$ cat src/rtl/inst_enc.sv
// RV32I instruction encoder: packs decoded fields into a 32-bit word through one
// registered valid/ready stage, tagging each word with a running byte address.
module inst_enc #(
  parameter int unsigned          ADDR_W    = 32,
  parameter logic [ADDR_W-1:0]    BASE_ADDR = '0,
  parameter logic [31:0]          NOP_WORD  = 32'h0000_0013
) (
  input  logic              clk,
  input  logic              rst,
  input  logic              in_valid,
  output logic              in_ready,
  input  logic [6:0]        opcode,
  input  logic [4:0]        rd,
  input  logic [2:0]        funct3,
  input  logic [4:0]        rs1,
  input  logic [4:0]        rs2,
  input  logic [6:0]        funct7,
  input  logic [31:0]       imm,
  output logic              out_valid,
  input  logic              out_ready,
  output logic [31:0]       ir,
  output logic              err,
  output logic [ADDR_W-1:0] out_addr,
  output logic              err_sticky,
  output logic [15:0]       word_cnt
);

  localparam logic [6:0] OP_R      = 7'b0110011;
  localparam logic [6:0] OP_LOAD   = 7'b0000011;
  localparam logic [6:0] OP_IMM    = 7'b0010011;
  localparam logic [6:0] OP_JALR   = 7'b1100111;
  localparam logic [6:0] OP_STORE  = 7'b0100011;
  localparam logic [6:0] OP_BRANCH = 7'b1100011;
  localparam logic [6:0] OP_LUI    = 7'b0110111;
  localparam logic [6:0] OP_AUIPC  = 7'b0010111;
  localparam logic [6:0] OP_JAL    = 7'b1101111;

  logic        accept;
  logic        fire;
  logic [31:0] enc_word;
  logic        enc_err;

  assign in_ready = !out_valid || out_ready;
  assign accept   = in_valid && in_ready;
  assign fire     = out_valid && out_ready;

  // Format select and immediate range check; anything illegal becomes NOP_WORD.
  always_comb begin
    enc_word = NOP_WORD;
    enc_err  = 1'b1;
    unique case (opcode)
      OP_R: begin
        enc_word = {funct7, rs2, rs1, funct3, rd, opcode};
        enc_err  = 1'b0;
      end
      OP_LOAD, OP_IMM, OP_JALR: begin
        if (imm[31:12] == 20'd0) begin
          enc_word = {imm[11:0], rs1, funct3, rd, opcode};
          enc_err  = 1'b0;
        end
      end
      OP_STORE: begin
        if (imm[31:12] == 20'd0) begin
          enc_word = {imm[11:5], rs2, rs1, funct3, imm[4:0], opcode};
          enc_err  = 1'b0;
        end
      end
      OP_BRANCH: begin
        if (imm[31:13] == 19'd0 && !imm[0]) begin
          enc_word = {imm[12], imm[10:5], rs2, rs1, funct3, imm[4:1], imm[11], opcode};
          enc_err  = 1'b0;
        end
      end
      OP_LUI, OP_AUIPC: begin
        if (imm[11:0] == 12'd0) begin
          enc_word = {imm[31:12], rd, opcode};
          enc_err  = 1'b0;
        end
      end
      OP_JAL: begin
        if (imm[31:21] == 11'd0 && !imm[0]) begin
          enc_word = {imm[20], imm[10:1], imm[11], imm[19:12], rd, opcode};
          enc_err  = 1'b0;
        end
      end
      default: begin
        enc_word = NOP_WORD;
        enc_err  = 1'b1;
      end
    endcase
  end

  // Output stage; address and counters advance on each fire, so the address
  // always belongs to the word currently presented.
  always_ff @(posedge clk) begin
    if (rst) begin
      out_valid  <= 1'b0;
      ir         <= 32'd0;
      err        <= 1'b0;
      out_addr   <= BASE_ADDR;
      err_sticky <= 1'b0;
      word_cnt   <= 16'd0;
    end else begin
      if (accept) begin
        out_valid <= 1'b1;
        ir        <= enc_word;
        err       <= enc_err;
      end else if (fire) begin
        out_valid <= 1'b0;
      end
      if (fire) begin
        out_addr <= out_addr + ADDR_W'(4);
        word_cnt <= word_cnt + 16'd1;
        if (err) err_sticky <= 1'b1;
      end
    end
  end

endmodule

$ cat config.mk
export PLATFORM = sky130hd
export DESIGN_NAME = inst_enc
export DESIGN_NICKNAME = d
export VERILOG_FILES = /design/src/rtl/inst_enc.sv
export SDC_FILE = /design/constraint.sdc
export NUM_CORES = 1
export LEC_CHECK = 0
export BUFFER_PORTS_ARGS = -buffer_cell sky130_fd_sc_hd__buf_2
export CAP_MARGIN = 5
export CORE_AREA = 2 2 112 114
export DETAILED_ROUTE_END_ITERATION = 6
export DIE_AREA = 0 0 114 116
export PLACE_DENSITY = 0.63
export SYNTH_ARGS = -nofsm -noshare
export SYNTH_HDL_FRONTEND = slang
export SYNTH_SLANG_ARGS = --single-unit
$ cat constraint.sdc
create_clock -name clk -period 4.92 [get_ports clk]
set_input_delay 0.492 -clock clk [delete_from_list [all_inputs] [get_ports clk]]
set_output_delay 0.492 -clock clk [all_outputs]
set_load 0.02 [all_outputs]
==> metrics.log, run 1 <==
[metrics] run status: finished, final reports clean
[metrics] ANT nets after route: 0
[metrics] final count of pins violating max slew: 0
[metrics] Placer Congestion: 0.890
[metrics] overall track demand over capacity in global routing: around a fifth
[metrics] maximum operating frequency: between 400 and 500 MHz
[metrics] per-instance average area after synthesis: ~8.5 um2
[metrics] worst setup slack after placement: ~2.2 ns
[metrics] Total Neg Setup Slack: 0 ns
[metrics] highest-count cells in the layout ignoring fill and taps: sky130_fd_sc_hd__buf_2 (149), sky130_fd_sc_hd__dfxtp_1 (81), sky130_fd_sc_hd__nor2_1 (62)
[metrics] family of cells with the greatest summed delay on the critical path: simple AND/OR/NAND/NOR gates
[metrics] standard cell area after detailed placement: between 4000 and 5000 um2
[metrics] slew at the pin with the worst max-slew slack: between 0.9 and 1 ns
[metrics] num ports: approximately 150
[metrics] Hold Buf Count CTS: 0
[metrics] overflow left after global routing: 0
[metrics] power per standard cell area: roughly 280 nW/um2
[metrics] number of antenna violations at the first check in global routing: 0
[metrics] startpoint type of the worst setup path: flop
[metrics] Compound-Gate Fraction of Synth Area: between 20% and 30%
[metrics] worst path buffer plus inverter count: 0
[metrics] final number of hold-violating endpoints: 0
[metrics] worst setup path class: flop to flop
[metrics] RSZ-0062 raised after global routing: false
[metrics] clk slew on worst S/H paths: around 0.060 ns
[metrics] number of buffers on the longest clock path: 2
[metrics] CTS tree: built
[metrics] distinct cell type count after synthesis: 56
[metrics] share of the core filled with cells in the final layout: 44.2%
[metrics] clock latency of the later-clocked register in the worst-skew pair: about 0.34 ns
[metrics] leakage power total: about 0.002 uW
[metrics] count of flip-flops with a built-in enable after synthesis: 0
[metrics] port buffer count: around 150
[metrics] relative contribution of sequential cells to total power: a little under half
[metrics] final non-filler cell area: roughly 5300 um2
[metrics] Clk pwr share: a little under half
[metrics] post-synthesis adder-cell area fraction: less than 1%
[metrics] switching portion of total power: about 23%
[metrics] gate count of the mapped netlist: 486
[metrics] Clock Skews: around 0.0042 ns
[metrics] TritonCTS buffer count: 9
[metrics] portion of netlist area occupied by mux cells: less than 1%
[metrics] portion of the post-synthesis area used by sequential elements: 39.2%
[metrics] simple-gate share of the synthesized area: between 20% and 30%
[metrics] H-Tree Level Count: 3
[metrics] total number of vias: ~4300
[metrics] classification of the worst-slack hold path: primary input to flop
[metrics] vias in the first global route: 4111
[metrics] clock tree sinks: just over 80
[metrics] vertical die dimension: 116 um
[metrics] clk root buf: sky130_fd_sc_hd__clkbuf_16
[metrics] Synth Warn #: 0
[metrics] drt total wl: 12.7 mm
[metrics] routed length per instance: 16.4 um
[metrics] data required time at the worst endpoint: between 5 and 6 ns
[metrics] min Tclk post-route: about 2.4 ns
[metrics] starting density of the core: 34.7%
[metrics] Post-Synth XOR/XNOR Area: under 10%
[metrics] crit path max-delay cell type: sky130_fd_sc_hd__and4_1
[metrics] post-synthesis cell area: just over 4000 um2
[metrics] wire length of the first global-routing pass: 20.4 mm
[metrics] post_cts resized: 0
[metrics] post-CTS setup-driven buffer insertion count: 0
[metrics] internal power: 1140 uW
[metrics] fin worst setup slack: between 2 and 3 ns
[metrics] Residual DRC: 0
[metrics] Max-slew headroom: 36.4%
[metrics] endpoint class of the critical path: flop
[metrics] HPWL after detailed placement: ~9.2 mm
[metrics] total setup violations reported at the end of the flow: 0
[metrics] Die Outline Area: 13200 um2
[metrics] fraction of layout cells with a size suffix above 1: 29.2%
[metrics] maximum number of pins on one net before global-route repair: between 40 and 50
[metrics] share of power burned in combinational logic: under 10%
[metrics] part of the cycle the worst path needs: about 48%
[metrics] peak fanout along the critical path: 18
[metrics] ys flop type: sky130_fd_sc_hd__dfxtp_1
[metrics] dominant combinational cell family by area after synthesis: simple AND/OR/NAND/NOR gates
[metrics] series of cell instances along the critical path: nand2b_1 -> and2_1 -> and4_1 -> o21ai_0 -> a21oi_1
[metrics] most common library cell in the layout ignoring fill and taps: sky130_fd_sc_hd__buf_2
[metrics] Site Rows: 40
[metrics] Inserted Diodes: 0
[metrics] final-layout fill cell count: about 1200
[metrics] Async S/R FF share, synth: 0%
[metrics] slowest cell delay on critical path: around 0.72 ns
[metrics] Placeable Area: about 12000 um2
[metrics] Max-Cap Viols: 0
[metrics] layout-stage area growth over the synthesis result: 27.3%
[metrics] via count normalized by instance count: 5.57
[metrics] Net count, final: roughly 700
[metrics] die width: around 110 um
[metrics] worst endpoint data arrival time: 2.63 ns
[metrics] net switching power: ~340 uW
[metrics] number of synthesized register bits: 81
[metrics] number of violations reported at the end of detailed-routing iteration 0: 330
[metrics] total power of the final layout: 1480 uW
[metrics] drt first pass iters: 5
[metrics] largest voltage drop on the vdd net: between 0.1 and 0.15 mV
-- registers in the layout, summed over array words and instances, names as in the netlist --
signal	cells
err	1
err_sticky	1
ir	32
out_addr	30
out_valid	1
word_cnt	16
-- synthesized netlist by cell type, types with 3 or more instances --
library cell	instances	area, um2
sky130_fd_sc_hd__dfxtp_1	81	1620
sky130_fd_sc_hd__nor2_1	62	233
sky130_fd_sc_hd__nand2_1	43	161
sky130_fd_sc_hd__a21oi_1	31	155
sky130_fd_sc_hd__xnor2_1	21	184
sky130_fd_sc_hd__nand3_1	18	90.1
sky130_fd_sc_hd__o21ai_0	18	90.1
sky130_fd_sc_hd__nand4_1	16	100
sky130_fd_sc_hd__nor4_1	15	93.8
sky130_fd_sc_hd__xor2_1	13	114
sky130_fd_sc_hd__clkbuf_1	11	41.3
sky130_fd_sc_hd__nor3_1	10	50.1
sky130_fd_sc_hd__a221oi_1	8	70.1
sky130_fd_sc_hd__a32oi_1	8	70.1
sky130_fd_sc_hd__inv_1	8	30.0
sky130_fd_sc_hd__o211ai_1	8	60.1
sky130_fd_sc_hd__o21ai_1	8	40.0
sky130_fd_sc_hd__a222oi_1	7	70.1
sky130_fd_sc_hd__a211oi_1	6	45.0
sky130_fd_sc_hd__a311oi_1	6	52.6
sky130_fd_sc_hd__and4_1	6	52.6
sky130_fd_sc_hd__buf_1	6	22.5
sky130_fd_sc_hd__buf_2	6	30.0
sky130_fd_sc_hd__a22oi_1	5	37.5
sky130_fd_sc_hd__nand2b_1	5	31.3
sky130_fd_sc_hd__nor2b_1	5	31.3
sky130_fd_sc_hd__or3_1	5	31.3
sky130_fd_sc_hd__and2_1	4	25.0
sky130_fd_sc_hd__and3_1	4	25.0
sky130_fd_sc_hd__a21o_1	3	22.5
sky130_fd_sc_hd__buf_4	3	22.5
sky130_fd_sc_hd__nand3b_1	3	22.5
sky130_fd_sc_hd__nor4_4	3	63.8
sky130_fd_sc_hd__o32ai_4	3	82.6
-- power by group through the flow --
stage / clock network [uW] / logic (uW) / registers [uW]
3_3_place_gp: 0 / 116 / 683
3_5_place_dp: 0 / 116 / 683
4_1_cts: 712 / 116 / 669
5_1_grt: 740 / 127 / 669
2_1_floorplan: 0 / 50.6 / 690
6_report: 693 / 117 / 669
-- worst paths after layout --
path | startpoint | end | slack (ns) | cells after the start
worst min register to register | ir[6]$_SDFFE_PP0P_ | ir[6]$_SDFFE_PP0P_ | 0.45 | 2
worst max-delay path | out_valid$_SDFFE_PP0P_ | ir[6]$_SDFFE_PP0P_ | 2.56 | 5
worst max register to register | out_valid$_SDFFE_PP0P_ | ir[6]$_SDFFE_PP0P_ | 2.56 | 5
worst min-delay path | in_valid | out_valid$_SDFFE_PP0P_ | 0.41 | 3
-- layout make-up --
cell class              instances  area, um2  share of cell area, %
flip-flops and latches         81       1620                   30.8
inverters                       8       30.0                  0.570
clock buffers                  14        274                   5.20
well taps                     147        184                   3.49
clock inverters                 2       35.0                  0.665
repair buffers                151        761                   14.4
multi-input cells             371       2360                   44.8
-- cells by family (layout without fill, tap and decap cells) --
kind of cell	count (synthesis)	after routing
XOR/XNOR	34	34
flip-flops	81	81
AND/OR/NAND/NOR	212	212
multiplexers	2	2
adder cells (fa/ha/maj)	2	2
AO/OA/AOI/OAI	119	119
other	1	2
buffers and inverters	35	175
-- metrics by stage --
step	cells	hold WS [ns]
finish	774	0.412
global route	774	0.413
CTS	774	0.401
detailed placement	758	0.448
global placement	758	0.444
floorplan	487	0.530
-- routing by layer --
metal | vias to the layer above | global-route usage [%] | wire [um]
met3 | 24 | 4.18 | 734
met4 | 0 | 8.37 | 311
met5 | - | 0 | 0
met1 | 2041 | 24.6 | 5820
met2 | 168 | 31.0 | 5790
li1 | 2079 | - | -
-- worst register-to-register path, delay by kind of cell (launching register included) --
kind | cells | cell delay (ns)
simple gates | 3 | 1.50
flops | 1 | 0.38
compound gates | 2 | 0.42
No activity file was read; power rests on OpenSTA's default activity.
==> run 2: changes to the inputs <==
==> config.mk (replaced) <==
export PLATFORM = sky130hd
export DESIGN_NAME = inst_enc
export DESIGN_NICKNAME = d
export VERILOG_FILES = /design/src/rtl/inst_enc.sv
export SDC_FILE = /design/constraint.sdc
export NUM_CORES = 1
export LEC_CHECK = 0
export ABC_AREA = 1
export BUFFER_PORTS_ARGS = -buffer_cell sky130_fd_sc_hd__buf_2
export CAP_MARGIN = 5
export CORE_AREA = 2 2 118 120
export DETAILED_ROUTE_END_ITERATION = 6
export DIE_AREA = 0 0 120 122
export PLACE_DENSITY = 0.62
export SYNTH_ARGS = -nofsm -noshare
export SYNTH_HDL_FRONTEND = slang
export SYNTH_SLANG_ARGS = --single-unit
==> constraint.sdc (replaced) <==
create_clock -name clk -period 2.4 [get_ports clk]
set_input_delay 0.24 -clock clk [delete_from_list [all_inputs] [get_ports clk]]
set_output_delay 0.24 -clock clk [all_outputs]
set_load 0.02 [all_outputs]
==> metrics.log, run 2 <==
[metrics] Async S/R FF share, synth: 0%
[metrics] Placeable Area: ~14000 um2
[metrics] worst setup path end: out_addr[30]$_SDFFE_PP0P_
[metrics] cell occurring most often along the worst timing path: sky130_fd_sc_hd__nor2_1
[metrics] die width: approximately 120 um
[metrics] DR WL met2: between 6 and 7 mm
[metrics] most used standard cells in the synthesized netlist: sky130_fd_sc_hd__nand2_1 (215), sky130_fd_sc_hd__nor2_1 (83), sky130_fd_sc_hd__dfxtp_1 (81)
[metrics] port buffer count: ~150
[metrics] cell count after placement: slightly above 1000
[metrics] startpoint type of the worst setup path: flop
[metrics] internal power: 2410 uW
[metrics] register area: 1620 um2
[metrics] Crit Reg-Reg Startpoint: out_addr[2]$_SDFFE_PP0P_
[metrics] clk slew on worst S/H paths: roughly 0.060 ns
[metrics] clk root buf: sky130_fd_sc_hd__clkbuf_16
[metrics] vias in the first global route: approximately 4500
[metrics] non-filler cells in the finished layout: around 1000
[metrics] clock tree sinks: approximately 80
[metrics] Area contributors post-synth: sky130_fd_sc_hd__dfxtp_1 (35%), sky130_fd_sc_hd__nand2_1 (18%), sky130_fd_sc_hd__nor2_1 (6.8%)
[metrics] wire length of the first global-routing pass: ~22 mm
[metrics] run status: finished, final reports clean
[metrics] length of routed met3 wiring: between 800 and 900 um
[metrics] reg2reg path depth: 9
[metrics] reg-to-reg slack, setup: roughly 0.54 ns
[metrics] HPWL after detailed placement: 10.4 mm
[metrics] ys flop type: sky130_fd_sc_hd__dfxtp_1
[metrics] terminus of the critical flop-to-flop path: out_addr[30]$_SDFFE_PP0P_
[metrics] RSZ-0062 raised after global routing: false
[metrics] num ports: 152
[metrics] launch point of the critical path: out_addr[2]$_SDFFE_PP0P_
[metrics] CTS tree: built
[metrics] power per standard cell area: about 540 nW/um2
[metrics] top layer in use: met4
[metrics] per-instance average area after synthesis: about 6.6 um2
[metrics] number of synthesized register bits: slightly above 80
[metrics] worst setup path class: flop to flop
[metrics] Synth Warn #: 0
[metrics] layout-stage area growth over the synthesis result: 27.1%
[metrics] number of flip-flops in the largest register: 32
[metrics] Total Neg Setup Slack: 0 ns
[metrics] worst endpoint data arrival time: between 2 and 2.5 ns
[metrics] overall track demand over capacity in global routing: 18.8%
[metrics] gate count of the mapped netlist: about 700
[metrics] most used standard cell by instance count after synthesis: sky130_fd_sc_hd__nand2_1
[metrics] relative contribution of sequential cells to total power: 43.7%
[metrics] top flop regs: ir x32, out_addr x30, word_cnt x16
[metrics] number of buffers on the longest clock path: 2
[metrics] Top reg by flops: ir
[metrics] starting density of the core: about a third
[metrics] peak fanout along the critical path: 8
[metrics] drt first pass iters: 6
[metrics] TritonCTS buffer count: 9
[metrics] final count of pins violating max slew: 0
[metrics] highest-count cells in the layout ignoring fill and taps: sky130_fd_sc_hd__nand2_1 (215), sky130_fd_sc_hd__buf_2 (149), sky130_fd_sc_hd__nor2_1 (83)
[metrics] fin worst setup slack: between 0.5 and 0.6 ns
[metrics] drt total wl: around 14 mm
[metrics] routed length per instance: 13.1 um
[metrics] slowest cell delay on critical path: 0.45 ns
[metrics] post-CTS setup-driven buffer insertion count: 0
[metrics] distinct cell type count after synthesis: between 40 and 50
[metrics] Inserted Diodes: 0
[metrics] final-layout fill cell count: ~1500
[metrics] share of the core filled with cells in the final layout: 43.3%
[metrics] Net count, final: between 900 and 1000
[metrics] ANT nets after route: 0
[metrics] Clock Skews: roughly 0.0034 ns
[metrics] Site Rows: 43
[metrics] series of cell instances along the critical path: ha_1 -> nand3_1 -> nor2_2 -> nand2_1 -> nor2_4 -> nand4_1 -> nor2_1 -> xnor2_1 -> nor2_1
[metrics] switching portion of total power: a little under a quarter
[metrics] count of flip-flops with a built-in enable after synthesis: 0
[metrics] overflow left after global routing: 0
[metrics] final number of hold-violating endpoints: 0
[metrics] Die Outline Area: ~15000 um2
[metrics] worst setup slack after placement: 0.538 ns
[metrics] post-synthesis cell area: between 4000 and 5000 um2
[metrics] classification of the worst-slack hold path: primary input to flop
[metrics] most common library cell in the layout ignoring fill and taps: sky130_fd_sc_hd__nand2_1
[metrics] number of violations reported at the end of detailed-routing iteration 0: approximately 260
[metrics] data required time at the worst endpoint: approximately 2.6 ns
[metrics] clock latency of the later-clocked register in the worst-skew pair: 0.34 ns
[metrics] cell taking the most area after synthesis: sky130_fd_sc_hd__dfxtp_1
[metrics] largest voltage drop on the vdd net: 0.269 mV
[metrics] part of the cycle the worst path needs: between 70% and 80%
[metrics] H-Tree Level Count: 3
[metrics] Max-Cap Viols: 0
[metrics] number of antenna violations at the first check in global routing: 0
[metrics] Hold Buf Count CTS: 0
[metrics] portion of the post-synthesis area used by sequential elements: 35.3%
[metrics] slew at the pin with the worst max-slew slack: about 0.64 ns
[metrics] post_cts resized: 0
[metrics] met1 WL: roughly 6.0 mm
[metrics] Clk pwr share: 48.6%
[metrics] min Tclk post-route: around 1.9 ns
[metrics] endpoint class of the critical path: flop
[metrics] total setup violations reported at the end of the flow: 0
[metrics] total number of vias: 4850
[metrics] share of power burned in combinational logic: under 10%
[metrics] vertical die dimension: about 120 um
[metrics] proportion of netlist area held by the largest area contributor: between 30% and 40%
[metrics] maximum number of pins on one net before global-route repair: between 50 and 60
[metrics] via count normalized by instance count: roughly 4.7
[metrics] Residual DRC: 0
[metrics] Placer Congestion: ~0.95
[metrics] net switching power: roughly 720 uW
[metrics] Max-slew headroom: between 50 and 60%
[metrics] maximum operating frequency: between 500 and 600 MHz
[metrics] crit path max-delay cell type: sky130_fd_sc_hd__dfxtp_1
[metrics] Multi-input gate area: between 2000 and 3000 um2
[metrics] fraction of layout cells with a size suffix above 1: between 20% and 30%
[metrics] leakage power total: approximately 0.0028 uW
[run 2: power groups by stage]
stage               Sequential (uW)  Combinational [uW]  Clock [uW]
floorplan                      1410                 106           0
global placement               1400                 244           0
detailed placement             1400                 244           0
CTS                            1370                 245        1560
global route                   1370                 270        1620
finish                         1370                 243        1520
[run 2: stage by stage]
stage	power [uW]	cell area [um2]	hold slack [ns]
6_report	3130	5840	0.215
5_1_grt	3260	5840	0.212
4_1_cts	3170	5840	0.200
3_5_place_dp	1640	5520	0.449
3_3_place_gp	1640	5520	0.438
2_1_floorplan	1520	4600	0.400
[run 2: final cells by class]
cell class | instances | share of cell area (%)
Clock buffer | 14 | 4.52
Tap cell | 180 | 3.86
Timing Repair Buffer | 154 | 13.4
Inverter | 71 | 4.58
Multi-Input combinational cell | 527 | 44.8
Clock inverter | 2 | 1.03
Sequential cell | 81 | 27.8
[run 2: kinds of logic after synthesis]
| family | count (synthesis) | share of synthesized area (%) |
|---|---|---|
| AO/OA/AOI/OAI | 99 | 12.0 |
| XOR/XNOR | 17 | 3.24 |
| adder cells (fa/ha/maj) | 2 | 0.544 |
| buffers and inverters | 90 | 7.81 |
| flip-flops | 81 | 35.3 |
| other | 1 | 0.0816 |
| AND/OR/NAND/NOR | 407 | 41.1 |
[run 2: routing by layer]
layer / GRT usage [%] / vias to the layer above
li1: - / 2528
met1: 23.6 / 2151
met2: 32.4 / 159
met3: 3.28 / 12
met4: 6.62 / 0
met5: 0 / -
[run 2: worst min-delay path by stage]
stage	depth (start not counted)	start	slack [ns]	endpoint
floorplan	2	opcode[2]	0.40	ir[2]$_SDFFE_PP0P_
global placement	2	err_sticky$_SDFFE_PP0P_	0.44	err_sticky$_SDFFE_PP0P_
global route	3	opcode[2]	0.21	ir[2]$_SDFFE_PP0P_
CTS	3	opcode[3]	0.20	ir[3]$_SDFFE_PP0P_
finish	3	opcode[3]	0.21	ir[3]$_SDFFE_PP0P_
detailed placement	2	err_sticky$_SDFFE_PP0P_	0.45	err_sticky$_SDFFE_PP0P_
[run 2: critical path, delay by kind of cell (launching register included)]
kind | cells | cell delay [ns]
xor gates and xnor gates | 1 | 0.13
adders and majority gates | 1 | 0.23
DFF | 1 | 0.45
and+or+nand+nor | 7 | 0.92
